$ cat src/rtl/alu4_cmd_driver.sv
// -----------------------------------------------------------------------------
// alu4_cmd_driver
//
// Sequential initiator for a combinational 4-bit ALU. It accepts commands over a
// valid/ready handshake and keeps a 4-bit accumulator that is always used as
// ALU operand A. An ALU command drives the ALU from registered outputs and
// holds them for SETTLE_CYCLES cycles. It then captures the result into the
// accumulator and the ALU flags into the status register. A load command writes
// the accumulator directly and completes in one cycle.
//
// Parameters:
//   SETTLE_CYCLES  cycles the ALU inputs are held stable before capture (1..15)
//
// Ports:
//   clk         in   system clock, rising edge
//   reset       in   synchronous active-high reset
//   cmd_valid   in   command present
//   cmd_ready   out  driver can accept a command (high in IDLE)
//   cmd_load    in   1: load accumulator with cmd_data, 0: execute ALU op
//   cmd_op      in   ALU opcode (NOT A, NOT B, AND, OR, XOR, XNOR, ADD, SUB)
//   cmd_data    in   operand B, or the load value
//   alu_a       out  registered operand A to the ALU
//   alu_b       out  registered operand B to the ALU
//   alu_op      out  registered opcode to the ALU
//   alu_result  in   ALU result
//   alu_c/n/z/v in   ALU flags
//   acc         out  accumulator
//   flags       out  status register {n, z, c, v}
//   sticky_v    out  sticky overflow (only with ALU4_STICKY_V_EN defined)
//   done        out  one-cycle pulse when a command completes
//
// Optional feature macro: ALU4_STICKY_V_EN
//   When defined, adds sticky_v. It is set by any ALU capture with alu_v = 1.
//   It is cleared by reset or by an accepted load command.
// -----------------------------------------------------------------------------
module alu4_cmd_driver #(
    parameter int SETTLE_CYCLES = 1
) (
    input  logic       clk,
    input  logic       reset,
    input  logic       cmd_valid,
    output logic       cmd_ready,
    input  logic       cmd_load,
    input  logic [2:0] cmd_op,
    input  logic [3:0] cmd_data,
    output logic [3:0] alu_a,
    output logic [3:0] alu_b,
    output logic [2:0] alu_op,
    input  logic [3:0] alu_result,
    input  logic       alu_c,
    input  logic       alu_n,
    input  logic       alu_z,
    input  logic       alu_v,
    output logic [3:0] acc,
    output logic [3:0] flags,
`ifdef ALU4_STICKY_V_EN
    output logic       sticky_v,
`endif
    output logic       done
);

    // FSM encoding
    localparam logic [0:0] ST_IDLE  = 1'b0;
    localparam logic [0:0] ST_DRIVE = 1'b1;

    // The counter is preloaded with SETTLE_CYCLES-1. Capture happens when it reads
    // zero, so the ALU inputs are stable for exactly SETTLE_CYCLES cycles.
    localparam logic [3:0] SETTLE_LOAD = 4'(SETTLE_CYCLES - 1);

    // Out-of-range settle times are rejected while the design is elaborated.
    generate
        if ((SETTLE_CYCLES < 1) || (SETTLE_CYCLES > 15)) begin : g_settle_range_bad
            $error("alu4_cmd_driver: SETTLE_CYCLES=%0d is outside 1..15", SETTLE_CYCLES);
        end
    endgenerate

    // Status flags after a load: n and z follow the loaded value. c and v keep
    // the result of the most recent ALU capture.
    function automatic logic [3:0] load_flags(input logic [3:0] data,
                                              input logic [3:0] prev);
        logic [3:0] f;
        f[3] = data[3];
        f[2] = (data == 4'h0);
        f[1] = prev[1];
        f[0] = prev[0];
        return f;
    endfunction

    // Status flags after an ALU capture. They are taken verbatim from the ALU and
    // packed as {n, z, c, v}.
    function automatic logic [3:0] capture_flags(input logic n, input logic z,
                                                 input logic c, input logic v);
        return {n, z, c, v};
    endfunction

    // Registered state
    logic [0:0] state_r;
    logic [3:0] cnt_r;
    logic       ready_r;
    logic [3:0] acc_r;
    logic [3:0] flags_r;
    logic [3:0] alu_a_r;
    logic [3:0] alu_b_r;
    logic [2:0] alu_op_r;
    logic       done_r;

    // Next-state values
    logic [0:0] state_s;
    logic [3:0] cnt_s;
    logic       ready_s;
    logic [3:0] acc_s;
    logic [3:0] flags_s;
    logic [3:0] alu_a_s;
    logic [3:0] alu_b_s;
    logic [2:0] alu_op_s;
    logic       done_s;
    logic       accept_s;

`ifdef ALU4_STICKY_V_EN
    logic       sticky_r;
    logic       sticky_s;
`endif

    // Handshake qualifier. cmd_ready is only high in IDLE, so this also gates on state.
    assign accept_s = cmd_valid & ready_r;

    // Next-state logic for the command FSM, datapath registers and done pulse
    always_comb begin
        state_s  = state_r;
        cnt_s    = cnt_r;
        ready_s  = ready_r;
        acc_s    = acc_r;
        flags_s  = flags_r;
        alu_a_s  = alu_a_r;
        alu_b_s  = alu_b_r;
        alu_op_s = alu_op_r;
        done_s   = 1'b0;
`ifdef ALU4_STICKY_V_EN
        sticky_s = sticky_r;
`endif

        case (state_r)
            ST_IDLE: begin
                if (accept_s) begin
                    if (cmd_load) begin
                        // A load completes immediately and stays in IDLE, so
                        // loads can be issued back to back.
                        acc_s   = cmd_data;
                        flags_s = load_flags(cmd_data, flags_r);
                        done_s  = 1'b1;
                        ready_s = 1'b1;
`ifdef ALU4_STICKY_V_EN
                        sticky_s = 1'b0;
`endif
                    end else begin
                        // Launch the ALU. Its inputs then stay frozen until capture.
                        alu_a_s  = acc_r;
                        alu_b_s  = cmd_data;
                        alu_op_s = cmd_op;
                        cnt_s    = SETTLE_LOAD;
                        state_s  = ST_DRIVE;
                        ready_s  = 1'b0;
                    end
                end else begin
                    ready_s = 1'b1;
                end
            end

            ST_DRIVE: begin
                if (cnt_r != 4'd0) begin
                    cnt_s   = cnt_r - 4'd1;
                    ready_s = 1'b0;
                end else begin
                    // Settle time has elapsed, so take the ALU outputs as they are.
                    // Raising ready here lets the next command be accepted in the
                    // same cycle that done is seen.
                    acc_s   = alu_result;
                    flags_s = capture_flags(alu_n, alu_z, alu_c, alu_v);
                    done_s  = 1'b1;
                    state_s = ST_IDLE;
                    ready_s = 1'b1;
`ifdef ALU4_STICKY_V_EN
                    if (alu_v) begin
                        sticky_s = 1'b1;
                    end else begin
                        sticky_s = sticky_r;
                    end
`endif
                end
            end

            default: begin
                // Unreachable encoding: fall back to a clean IDLE.
                state_s = ST_IDLE;
                cnt_s   = 4'd0;
                ready_s = 1'b1;
            end
        endcase
    end

    // State and output registers with synchronous active-high reset
    always_ff @(posedge clk) begin
        if (reset) begin
            state_r  <= ST_IDLE;
            cnt_r    <= 4'd0;
            ready_r  <= 1'b1;
            acc_r    <= 4'h0;
            flags_r  <= 4'h0;
            alu_a_r  <= 4'h0;
            alu_b_r  <= 4'h0;
            alu_op_r <= 3'b000;
            done_r   <= 1'b0;
        end else begin
            state_r  <= state_s;
            cnt_r    <= cnt_s;
            ready_r  <= ready_s;
            acc_r    <= acc_s;
            flags_r  <= flags_s;
            alu_a_r  <= alu_a_s;
            alu_b_r  <= alu_b_s;
            alu_op_r <= alu_op_s;
            done_r   <= done_s;
        end
    end

`ifdef ALU4_STICKY_V_EN
    // Sticky overflow register
    always_ff @(posedge clk) begin
        if (reset) begin
            sticky_r <= 1'b0;
        end else begin
            sticky_r <= sticky_s;
        end
    end

    assign sticky_v = sticky_r;
`endif

    assign cmd_ready = ready_r;
    assign alu_a     = alu_a_r;
    assign alu_b     = alu_b_r;
    assign alu_op    = alu_op_r;
    assign acc       = acc_r;
    assign flags     = flags_r;
    assign done      = done_r;

endmodule

$ cat config.mk
export PLATFORM = sky130hd
export DESIGN_NAME = alu4_cmd_driver
export DESIGN_NICKNAME = d
export VERILOG_FILES = /design/src/rtl/alu4_cmd_driver.sv
export SDC_FILE = /design/constraint.sdc
export NUM_CORES = 1
export LEC_CHECK = 0
export BUFFER_PORTS_ARGS = -buffer_cell sky130_fd_sc_hd__buf_2
export CELL_PAD_IN_SITES_DETAIL_PLACEMENT = 0
export CELL_PAD_IN_SITES_GLOBAL_PLACEMENT = 1
export CORE_MARGIN = 2
export CORE_UTILIZATION = 31
export CTS_CLUSTER_DIAMETER = 200
export DETAILED_ROUTE_END_ITERATION = 8
export PLACE_DENSITY_LB_ADDON = 0.08
export SLEW_MARGIN = 30
export SYNTH_ARGS = -nofsm -noshare
export SYNTH_HDL_FRONTEND = slang
export SYNTH_SLANG_ARGS = --single-unit
export TNS_END_PERCENT = 20
$ cat constraint.sdc
create_clock -name clk -period 1.5 [get_ports clk]
set_clock_uncertainty 0.2 [all_clocks]
set_input_delay 0.3 -clock clk [delete_from_list [all_inputs] [get_ports clk]]
set_output_delay 0.3 -clock clk [all_outputs]
set_load 0.1 [all_outputs]
Word level (Yosys, flattened, before mapping) --
Index checks and enable logic that the tools add are counted.
Cells by class: equality and inequality tests 5, reductions and logical operators 6, $add $sub $neg 1, $lt $le $gt $ge 0, $mul 0, shift operators 0, bitwise logic cells 3, muxes and demuxes 22, divide/modulo/power cells 0
Operators with widths (count):
- $mux W4 | 9
- $pmux W4 S2 | 3
- $reduce_and A3 Y1 | 3
- $ne A2 B2 Y1 const B | 4
- $mux W1 | 7
- $pmux W1 S2 | 3
- $logic_not A4 Y1 | 1
- $reduce_bool A4 Y1 | 1
- $sub A4 B1 Y4 const B | 1
- $ne A2 B1 Y1 const B | 1
- $not A1 Y1 | 2
- $reduce_and A2 Y1 | 1
- $and A1 B1 Y1 | 1
Word-level totals: output and inout bits 21, word-level logic and storage cells 47, memories 0, input bits 19, flip-flop bits (word level) 26, latch bits 0, ROM bits 0, RAM bits 0

Logic depth before layout (Yosys ltp) --
depth after elaboration 4, mapped depth 6, gate-level depth less buffers 5

Least setup slack after synthesis --
No wires, ideal clock.
path type flip-flop to flip-flop, start point reg ready_r, in the netlist cmd_ready, end point reg alu_a_r[2], in the netlist alu_a[2], library setup time 0.070 ns, data arrival time 1.810 ns, buffers on the path 1, slack -0.581 ns, required time 1.230 ns, period minus slack after synthesis 2.081 ns, cell stages (with the launch flop) 5, cells stage by stage dfxtp_1 and4bb_2 clkbuf_1 nand2_1 a21oi_1
On the way: word-level cells in the longest chain between the ends 2
Ends and longest elaborated chain:
- from (decl) | line 99 | logic ready_r;
- from (signal assigned) | line 216 | ready_r <= ready_s;
- $and A1 B1 Y1 | line 125 | assign accept_s = cmd_valid & ready_r;
- $reduce_and A3 Y1 (no line)
- to (signal assigned) | line 219 | alu_a_r <= alu_a_s;
- to (decl) | line 102 | logic [3:0] alu_a_r;
Every way passes these cells. A chain may end at the register's enable or synchronous reset.

Worst setup path after layout --
start point reg cnt_r[1], end point reg cnt_r[3]
On the way: word-level cells in the longest chain between the ends 3, elaborated cells on any way between the ends 6, those cells by class add/sub: 1; eq/ne: 1; mux: 2; reduce/logical: 2
Ends and longest elaborated chain:
- from (decl) | line 98 | logic [3:0] cnt_r;
- from (signal assigned) | line 215 | cnt_r <= cnt_s;
- $sub A4 B1 Y4 or $reduce_bool A4 Y1 (tied branches) | line 171, 170
- $mux W4 or $ne A2 B1 Y1 (tied branches)
- $pmux W4 S2 or $reduce_and A3 Y1 (tied branches)
Parallel ways exist; a longest one is shown, timed or not. The select of a mux whose other input is x is not followed.

==> results_dict.tcl <==
set metrics [dict create \
    crit_path_end_kind "register" \
    firstDrtPassIters 4 \
    cpPeakStageDelay_ns 0.42 \
    synthesis.instances 127 \
    port_buffers 39 \
    start_util_pct 32.5 \
    grt_max_degree 26 \
    rrSetupSlack_ns -0.10 \
    cts_tree "yes" \
    final-max-slew-violation-count 0 \
    core_area_mm2 0.00334 \
    r2r_cells 4 \
    syn_area_mm2 0.00108 \
    gp_congestion 0.719 \
    fmax_mhz 624 \
    syn_to_final_growth_pct 80.5 \
    finish.instance_area_mm2 0.00196 \
    run_status "finished with violations" \
    cts_sinks 26 \
    timing.final.crit_share_pct 107 \
    clock_path_buffers 2 \
    async_flop_share_pct 0 \
    grt_pass1_wl_um 4950 \
    avgSynthCellArea_um2 8.54 \
    worst_hold_startpoint "cmd_data[2]" \
    hold_violations 0 \
    fill_cells 311 \
    relSlewSlack_pct 66.9 \
    fin_ws_ns -0.102 \
    crit_arrival_ns 1.68 \
    ant_nets 0 \
    synth_ff_type "dfxtp_1" \
    worst_pin_slew_ns 0.497 \
    critPathLaunchType "register" \
    dp_hpwl_um 2090 \
    finalPower_mw 1.67 \
    clock_tree.root_cell "clkbuf_4" \
    die_x_um 63.2 \
    overflow 0 \
    path_clk_slew_ns 0.15 \
    synth_top_area_share_pct 48.0 \
    yosys_warnings 0 \
    synth_area_leader_cell "dfxtp_1" \
    synthTopCellsByArea "dfxtp_1 (48%), nand2_1 (10%), a21oi_1 (8.8%)" \
    std_cell_rows 21 \
    detailedPlace.worstSlack_ns -0.144 \
    worstPathRequired_ns 1.58 \
    fin_crit_ns 1.60 \
    antenna_cells 0 \
    path_class "register to register" \
    layout-drive-gt1-share_pct 47.3 \
    nNetsFinal 204 \
    cp_max_fo 2 \
    power.density_mw_per_mm2 852 \
    wl_um 3050 \
    wire_per_inst_um 13.4 \
    drtIter0Drc 55 \
    hold_depth 3 \
    finalSetupViolations 3 \
    clkLatencyLatePin_ns 0.33 \
    cts-htree-levels 1 \
    io_pins 40 \
    ys_ff_latch 26 \
    crit_slowest_cell "or4_4" \
    synth_fp_nets 148 \
    dpl-instance-area_mm2 0.00175 \
    antenna_found_initial 0 \
    failed_checks "setup timing" \
    via_per_inst 4.81 \
    timing.hold.ws_ns 0.0281 \
    reg2reg_from "cnt_r[1]" \
    drv_cap 0 \
    crit_chain "buf_4 > or3_1 > or4_4 > a21oi_2" \
    leakage_nw 0.747 \
    dieHeight_um 63.2 \
    die_area_mm2 0.00399 \
    hold_class "input port to register" \
    hold_end "alu_b[2]" \
    peakVddDrop_mv 0.356 \
    seq_area_frac_synth_pct 48.0 \
    rsz0062_at_grt "true" \
    synth_edf_count 0 \
    synth_common_cells "nand2_1 (29), dfxtp_1 (26), a21oi_1 (19), nor3_1 (8), clkbuf_1 (5)" \
    vias 1096 \
    synth_most_common_cell "nand2_1" \
    drc 0 \
    grt_pass1_vias 1118 \
    ys_types 29 \
    numCtsBuffers 3 \
    grt_usage_pct 15.5 \
    r2r_end "cnt_r[3]" \
]
-- layer usage --
metal,track usage (%),vias up,wire (um)
met2,26.5,24,1580
met5,0,-,0
li1,-,558,-
met1,18.2,509,1280
met3,4.29,5,142
met4,6.67,0,45
-- sequential cells by signal, summed over array words and instances, names as in the netlist --
name       flops
flags          4
alu_a          4
cmd_ready      1
alu_b          4
acc            4
alu_op         3
cnt_r          4
state_r        1
done           1
-- cell usage in the layout, fill, tap and decap left out, types with 5 or more instances in the layout --
master and n:
nand2_1 29, buf_12 22, dfxtp_1 18, buf_2 18, a21oi_1 14, buf_4 12
nor3_1 8, dfxtp_2 6, a21oi_2 5, dlygate4sd3_1 5
-- how the worst max path moves through the flow --
stage,endpoint,cells past startpoint,slack [ns],start
2_1_floorplan,acc[1],2,-0.08,acc[1]
3_3_place_gp,cnt_r[3],5,-0.09,cnt_r[0]
3_5_place_dp,cnt_r[3],5,-0.14,cnt_r[0]
4_1_cts,cnt_r[3],5,-0.13,cnt_r[1]
5_1_grt,cnt_r[1],6,-0.16,cnt_r[0]
6_report,cnt_r[3],4,-0.10,cnt_r[1]
-- metrics by stage --
stage | utilization, % | TNS, ns | std cells
final | 58.7 | -0.262 | 228
after global routing | 58.7 | -0.854 | 228
after CTS | 55.6 | -0.507 | 228
after detailed placement | 52.5 | -0.546 | 218
after global placement | 52.5 | -0.269 | 218
after floorplan | - | -0.330 | 127
-- kinds of logic after synthesis --
family / Yosys count / share of synthesized area [%]
AO/OA/AOI/OAI: 29 / 15.6
buffers and inverters: 12 / 4.38
adder cells (fa/ha/maj): 2 / 2.31
AND/OR/NAND/NOR: 55 / 27.0
flip-flops: 26 / 48.0
multiplexers: 3 / 2.77
-- repair_timing --
action                                  CTS  global route
hold buffers                              5             0
endpoints found under the hold margin     5             0
gates resized for setup                   6            20
pin swaps                                 4             3
setup buffers                             1             0
endpoints found under the setup margin   13            28
gates cloned                              0             0
-- final cells by class --
cell class,instances,area [um^2],share of cell area (%)
sequential,26,536,27.3
inverter,4,15.0,0.767
multi-input combinational,89,621,31.7
tap,46,57.6,2.94
clock buffer,4,36.3,1.85
timing repair buffer,59,693,35.4
-- report_power, final --
group | switching, mW | leakage [nW] | internal [mW]
clock | 0.218 | 0.0210 | 0.149
sequential | 0.0397 | 0.215 | 0.725
combinational | 0.332 | 0.511 | 0.206
total | 0.590 | 0.747 | 1.08
-- critical path: cells and delay by family (launching register included) --
| family | cells | cell delay [ns] |
|---|---|---|
| buffers and inverters | 1 | 0.13 |
| flip-flops | 1 | 0.35 |
| AND/OR/NAND/NOR | 2 | 0.75 |
| AO/OA/AOI/OAI | 1 | 0.12 |
Note: power is estimated with default switching activity, not from simulation.
